===== config.mk =====
export PLATFORM = sky130hd
export DESIGN_NAME = seq_mult_unit
export DESIGN_NICKNAME = d
export VERILOG_FILES = /design/src/rtl/seq_mult_unit.sv
export SDC_FILE = /design/constraint.sdc
export NUM_CORES = 1
export LEC_CHECK = 0
export BUFFER_PORTS_ARGS = -buffer_cell sky130_fd_sc_hd__clkbuf_2
export CORE_AREA = 8 8 209 211
export DETAILED_ROUTE_END_ITERATION = 7
export DIE_AREA = 0 0 217 219
export GPL_ROUTABILITY_DRIVEN = 0
export GPL_TIMING_DRIVEN = 0
export SYNTH_ARGS = -nofsm -noshare
export SYNTH_HDL_FRONTEND = slang
export SYNTH_SLANG_ARGS = --single-unit

===== constraint.sdc =====
create_clock -name clk -period 4.6 [get_ports clk]
set_clock_uncertainty 0.1 [all_clocks]
set_input_delay 0.69 -clock clk [delete_from_list [all_inputs] [get_ports clk]]
set_output_delay 0.69 -clock clk [all_outputs]
set_load 0.02 [all_outputs]

===== src/rtl/seq_mult_unit.sv =====
// Multi-cycle shift-and-add multiplier for MULT/MULTU in the EX stage.
// One WIDTH-bit add per iteration. The start/busy/done handshake lets the hazard unit stall.
module seq_mult_unit #(
  parameter int unsigned WIDTH = 32,
  parameter int unsigned CNT_W = 6
) (
  input  logic             clk,
  input  logic             rst,
  input  logic             start,
  input  logic             signed_op,
  input  logic [WIDTH-1:0] a,
  input  logic [WIDTH-1:0] b,
  output logic             busy,
  output logic             done,
  output logic [WIDTH-1:0] hi,
  output logic [WIDTH-1:0] lo
);

  localparam int unsigned PW = 2 * WIDTH;

  typedef enum logic [1:0] {
    IDLE = 2'd0,
    RUN  = 2'd1,
    DONE = 2'd2
  } state_e;

  state_e           state_q, state_d;
  logic [WIDTH-1:0] m_q, m_d;
  logic [WIDTH-1:0] phi_q, phi_d;
  logic [WIDTH-1:0] plo_q, plo_d;
  logic [WIDTH-1:0] hi_q, hi_d;
  logic [WIDTH-1:0] lo_q, lo_d;
  logic [CNT_W-1:0] cnt_q, cnt_d;
  logic             neg_q, neg_d;
  logic             busy_q, busy_d;
  logic             done_q, done_d;

  logic [WIDTH-1:0] a_mag_c, b_mag_c, addend_c;
  logic [WIDTH:0]   sum_c;
  logic [PW-1:0]    shift_c, result_c;

  // Operand magnitudes; -2^(WIDTH-1) maps onto itself, which is correct read as unsigned.
  assign a_mag_c = (signed_op && a[WIDTH-1]) ? (~a + WIDTH'(1)) : a;
  assign b_mag_c = (signed_op && b[WIDTH-1]) ? (~b + WIDTH'(1)) : b;

  // Ripple add with carry-in 0; the carry-out is bit WIDTH of sum_c.
  assign addend_c = plo_q[0] ? m_q : '0;
  assign sum_c    = {1'b0, phi_q} + {1'b0, addend_c};

  // {carry, sum, P_lo} shifted right by one bit. The vacated top bit is always zero.
  assign shift_c  = {sum_c[WIDTH:1], sum_c[0], plo_q[WIDTH-1:1]};
  assign result_c = neg_q ? (~shift_c + PW'(1)) : shift_c;

  always_comb begin
    state_d = state_q;
    m_d     = m_q;
    phi_d   = phi_q;
    plo_d   = plo_q;
    hi_d    = hi_q;
    lo_d    = lo_q;
    cnt_d   = cnt_q;
    neg_d   = neg_q;
    busy_d  = busy_q;
    done_d  = 1'b0;

    case (state_q)
      IDLE, DONE: begin
        state_d = IDLE;
        if (start) begin
          m_d     = a_mag_c;
          plo_d   = b_mag_c;
          phi_d   = '0;
          neg_d   = signed_op & (a[WIDTH-1] ^ b[WIDTH-1]);
          cnt_d   = '0;
          busy_d  = 1'b1;
          state_d = RUN;
        end
      end
      RUN: begin
        phi_d = shift_c[PW-1:WIDTH];
        plo_d = shift_c[WIDTH-1:0];
        cnt_d = cnt_q + CNT_W'(1);
        if (cnt_q == CNT_W'(WIDTH - 1)) begin
          hi_d    = result_c[PW-1:WIDTH];
          lo_d    = result_c[WIDTH-1:0];
          busy_d  = 1'b0;
          done_d  = 1'b1;
          state_d = DONE;
        end
      end
      default: begin
        busy_d  = 1'b0;
        state_d = IDLE;
      end
    endcase
  end

  always_ff @(posedge clk) begin
    if (rst) begin
      state_q <= IDLE;
      m_q     <= '0;
      phi_q   <= '0;
      plo_q   <= '0;
      hi_q    <= '0;
      lo_q    <= '0;
      cnt_q   <= '0;
      neg_q   <= 1'b0;
      busy_q  <= 1'b0;
      done_q  <= 1'b0;
    end else begin
      state_q <= state_d;
      m_q     <= m_d;
      phi_q   <= phi_d;
      plo_q   <= plo_d;
      hi_q    <= hi_d;
      lo_q    <= lo_d;
      cnt_q   <= cnt_d;
      neg_q   <= neg_d;
      busy_q  <= busy_d;
      done_q  <= done_d;
    end
  end

  assign busy = busy_q;
  assign done = done_q;
  assign hi   = hi_q;
  assign lo   = lo_q;

endmodule


== Word-level counts from Yosys, hierarchy flattened ==
Index checks and enable logic that the tools add are counted.
Word-level totals
  word-level logic and storage cells: 53
  bits in registers: 171
  output and inout port bits: 66
  input port bits: 68
Cells by class
  add/sub/neg operators: 5
  mux-type cells: 17
  bitwise gates (word level): 6
  reductions and logical operators: 10
  equal/unequal tests: 5
Operator list (number)
  $mux 32: 5
  $pmux 32 s2: 2
  $add 32x1->32 const B: 2
  $add 64x1->64 const B: 1
  $mux 64: 1
  $not 32->32: 2
  $not 64->64: 1
  $add 32x32->33: 1
  $pmux 6 s2: 1
  $reduce_and 2->1: 4
  $add 6x1->6 const B: 1
  $eq 6x5->1 const B: 1
  $mux 6: 1
  $mux 1: 4
  $ne 2x2->1 const B: 2
  $pmux 2 s2: 1
  $reduce_or 2->1: 2
  $eq 2x1->1 const B: 1
  $eq 2x2->1 const B: 1
  $logic_and 1x1->1: 2
  $logic_not 2->1: 1
  $mux 2: 1
  $pmux 1 s2: 1
  $reduce_bool 2->1: 1
  3 further kinds: 3

== Longest topological paths before layout ==
  word-level depth: 5
  mapped depth: 16
  depth with buffers taken out: 13

== Worst setup path before layout ==
No wires, ideal clock.
  path kind: reg-to-reg
  from: register plo_q[0]
  to: register hi_q[30] (netlist: hi[30])
  library setup time: 0.103 ns
  period minus slack after synthesis: 4.342 ns
  setup slack: 0.258 ns
  buffers on the path: 1
  required time: 4.397 ns
  stages on the path, launching flop included: 15
  data arrival time: 4.139 ns
  cell sequence: dfxtp_1 -> clkbuf_1 -> and2_1 -> ha_1 -> fa_1 -> a21oi_1 -> o211ai_1 -> and3_2 -> or3_1 -> a222oi_1 -> nand4_2 -> or4_4 -> o41ai_4 -> nor3_1 -> a2111oi_2
Between the ends
  cells in the longest elaborated chain, start to end: 5
Ends and longest elaborated chain
  start: declaration: RTL line 30  | logic [WIDTH-1:0] plo_q, plo_d;
  start signal: assignment: RTL line 114  | plo_q <= plo_d;
  $mux 32 (*): RTL line 47  | assign addend_c = plo_q[0] ? m_q : '0;
  $add 32x32->33 (*): RTL line 48  | assign sum_c = {1'b0, phi_q} + {1'b0, addend_c};
  $not 64->64: RTL line 52  | assign result_c = neg_q ? (~shift_c + PW'(1)) : shift_c;
  $add 64x1->64: RTL line 52
  $mux 64 (*): RTL line 52
  end signal: assignment: RTL line 115  | hi_q <= hi_d;
  end: declaration: RTL line 31  | logic [WIDTH-1:0] hi_q, hi_d;
Mark *: on every way between the ends. The rest lies on a longest branch, timed or not.
A chain may end at the register's enable or synchronous reset.

== Worst setup path in the final report ==
  from: register plo_q[0]
  to: register hi_q[25] (netlist: hi[25])
Same word-level chain as after synthesis.

==> out/qor.txt <==
Inst Count DP = 2085
Post-synth EDFFs = 0
Die height = 219 um
CTS HTree Levels = 4
Xor/xnor share of the synthesized area = 0.09999
Largest delay share family, worst path = simple AND/OR/NAND/NOR gates
RSZ-0062 raised after global routing = true
Gr usage total = 0.1586
Post-synthesis sequential area ratio = 0.3077
Mapped Area = 11120 um^2
Power Total = 3.699 mW
# nets final = 1682
Finished Layout Cells = 2123
Hpwl dp = 31890 um
Final hold vios = 0
Syn_area_per_cell = 7.834 um^2
Internal = 2.587 mW
Routed WL = 39410 um
Sw Ratio = 0.3006
Area of the multi-input gates = 7363 um^2
Hold Crit Class = flip-flop to flip-flop
WL per Instance = 18.56 um
Vias post-DR = 11217
DRT antenna net count = 0
Critical Path Start Type = flip-flop
DRT Pass-1 Iters = 5
Setup violators final = 0
Period Utilization, post-route = 0.9842
Number of synthesized register bits = 171
Share of the synthesized area in the top cell type = 0.3077
Netlist cell types = 87
Largest family of logic cells by synthesized area = compound AO/OA/AOI/OAI gates
Worst Path Buf+Inv = 4
Post-route DRC = 0
Reg2reg start = plo_q[0]
Cells along the critical path = buf_2, and2_1, ha_1, buf_6, a21o_1, or4_2, and3_1, clkbuf_1, or3b_2, clkbuf_1, or4_4, nor4_1, a21oi_1, xnor2_1, a211oi_1
CP Capture Type = flip-flop
Outcome = completed
CP dominant cell by count = clkbuf_1
Row Count = 74
Compound-gate portion of the synthesized area = 0.2751
CTS tree = built
Syn. warnings = 0
Largest net degree at the start of global routing = 17
WHS Endpoint = m_q[18]
Worst-Margin Slew = 0.9781 ns
Hold_sp = m_q[18]
Remaining global-route overflow = 0
Filler Cell Count = 4385
Clock power frac = 0.400
Place WS = -0.4012 ns
Clock-pin slew on the worst setup and hold paths = 0.07 ns
Vias in the first global route = 10711
Flop pwr share = 0.430
Required @ worst endpoint = 4.85 ns
R2r endpoint = hi[25]
Comb pwr share = 0.170
Crit path max fanout = 10
Area leader, netlist = dfxtp_1
Mux share of post-synthesis cell area = 0.006411
Slew Limit Fails = 0
Main synth FF type = dfxtp_1
Top-count cell post-synth = nor2_1
Root Driver = clkbuf_16
Cell Pwr Density = 279.5 nW/um^2
Async SR Flop Fraction = 0
Layout area overhead = 18.96%
CTS sink cnt = 171
Initial core utilization = 0.2756
Crit path depth = 15
Worst vdd ir = 251.1 uV
Vias per std cell = 5.284
Setup tns final = 0 ns
Storage cell area = 3425 um^2
Synthesized Nets = 1525
Critical path arrival = 4.78 ns
First-pass GRT wire length = 60410 um
Reg2reg setup slack = 0.07 ns
Total of max-cap violations = 0
Post-synthesis simple-gate area fraction = 0.2255
Core area = 40370 um^2
Min setup slack post-route = 0.07274 ns
Share of cells above drive strength 1 = 0.1553
Depth of the most critical reg-to-reg path = 15
Synth Area in Adders = 0.04229
Initial antenna violation count = 1
Largest stage delay on the critical path = 0.65 ns
Cts bufs inserted = 17
IO Pins = 134
Die footprint = 47520 um^2
Hold Path Depth = 2
Die Wd = 217 um
Final hold slack = 0.3471 ns
Critical path class = flip-flop to flip-flop
Net Switching = 1.112 mW
Slowest CP cell = or4_2
Clock Latency Late Sink = 0.45 ns
DR iter-0 viols = 893
Peak Freq = 220.9 MHz
Cells after Synth = 1420
Post-synth top cells = nor2_1, dfxtp_1, nand2_1
Leak = 4.943 nW
Maximum root-to-sink buffer count = 2
Tmin final = 4.527 ns
Top area cells in the synthesized netlist = dfxtp_1, xor2_1, nor2_1, a21oi_1, a211oi_1
IO Port Bufs = 132
Worst slew margin = 0.3432
[worst max-delay path by stage]
| stage | end | from | slack [ns] |
|---|---|---|---|
| 2_1_floorplan | hi[30] | plo_q[0] | 0.26 |
| 3_3_place_gp | hi[30] | plo_q[0] | -0.36 |
| 3_5_place_dp | hi[30] | plo_q[0] | -0.40 |
| 4_1_cts | hi[30] | plo_q[0] | -0.02 |
| 5_1_grt | hi[25] | plo_q[0] | -0.06 |
| 6_report | hi[25] | plo_q[0] | 0.07 |
[cell families (layout without fill, tap and decap cells)]
| kind of cell | Yosys count | count (layout) |
|---|---|---|
| compound gates | 448 | 448 |
| fa+ha+maj | 37 | 37 |
| other cells | 0 | 1 |
| flops | 171 | 171 |
| mux | 7 | 7 |
| simple gates | 517 | 517 |
| xor+xnor | 127 | 127 |
| buf+inv | 113 | 283 |
[registers in the layout, summed over array words and instances, names as in the netlist]
signal	count
busy	1
plo_q	32
lo	32
neg_q	1
state_q	2
m_q	32
cnt_q	6
hi	32
phi_q	32
done	1
[what timing repair did]
action                     in CTS  in global routing
hold buffers                    0                  0
pin swaps                       5                  6
setup endpoints to repair       8                  5
setup buffers                   5                  1
gates resized for setup        16                 18
[through the flow]
step                      utilization  cell area (um^2)
after floorplan                     -             11120
after global placement         0.3084             12450
after detailed placement       0.3085             12460
after CTS                      0.3258             13150
after global routing           0.3278             13230
final                          0.3278             13230
[power groups by stage]
stage	clock, mW	combinational, mW	sequential [mW]
final	1.48	0.629	1.59
after global routing	1.55	0.691	1.60
after CTS	1.50	0.616	1.59
after detailed placement	0	0.603	1.62
after global placement	0	0.594	1.62
after floorplan	0	0.411	1.60
[layer usage]
layer  routed length [um]  GRT usage  share of wire
met1                18060     0.2125           0.46
met5                    0          0              0
met2                17810     0.2591           0.45
met4                  719    0.04216          0.018
met3                 2816    0.02933          0.071
[cell usage in the layout (no fill, tap or decap), types with 35 or more instances in the layout]
cell type / count
clkbuf_1: 76
xor2_1: 80
xnor2_1: 44
and2_1: 44
ha_1: 35
dfxtp_1: 170
clkbuf_2: 135
a21oi_1: 113
o21ai_0: 60
nand2_1: 134
a211oi_1: 75
a22oi_1: 61
nor2_1: 184
[final cells by class]
| cell class | instances | share of cell area |
|---|---|---|
| antenna | 1 | 0.0001891 |
| buffer | 96 | 0.03186 |
| clock buffer | 21 | 0.03404 |
| clock inverter | 11 | 0.01021 |
| inverter | 16 | 0.004538 |
| multi-input combinational | 1136 | 0.5564 |
| sequential | 171 | 0.2588 |
| tap | 532 | 0.05030 |
| timing repair buffer | 139 | 0.05370 |
[worst register-to-register path, stage by stage (launching register included)]
cell and delay [ns]:
dfxtp_2 0.38, buf_2 0.19, and2_1 0.18, ha_1 0.25, buf_6 0.15, a21o_1 0.24, or4_2 0.65, and3_1 0.18
clkbuf_1 0.19, or3b_2 0.47, clkbuf_1 0.19, or4_4 0.50, nor4_1 0.20, a21oi_1 0.13, xnor2_1 0.17, a211oi_1 0.27
No activity file was read; power rests on OpenSTA's default activity.
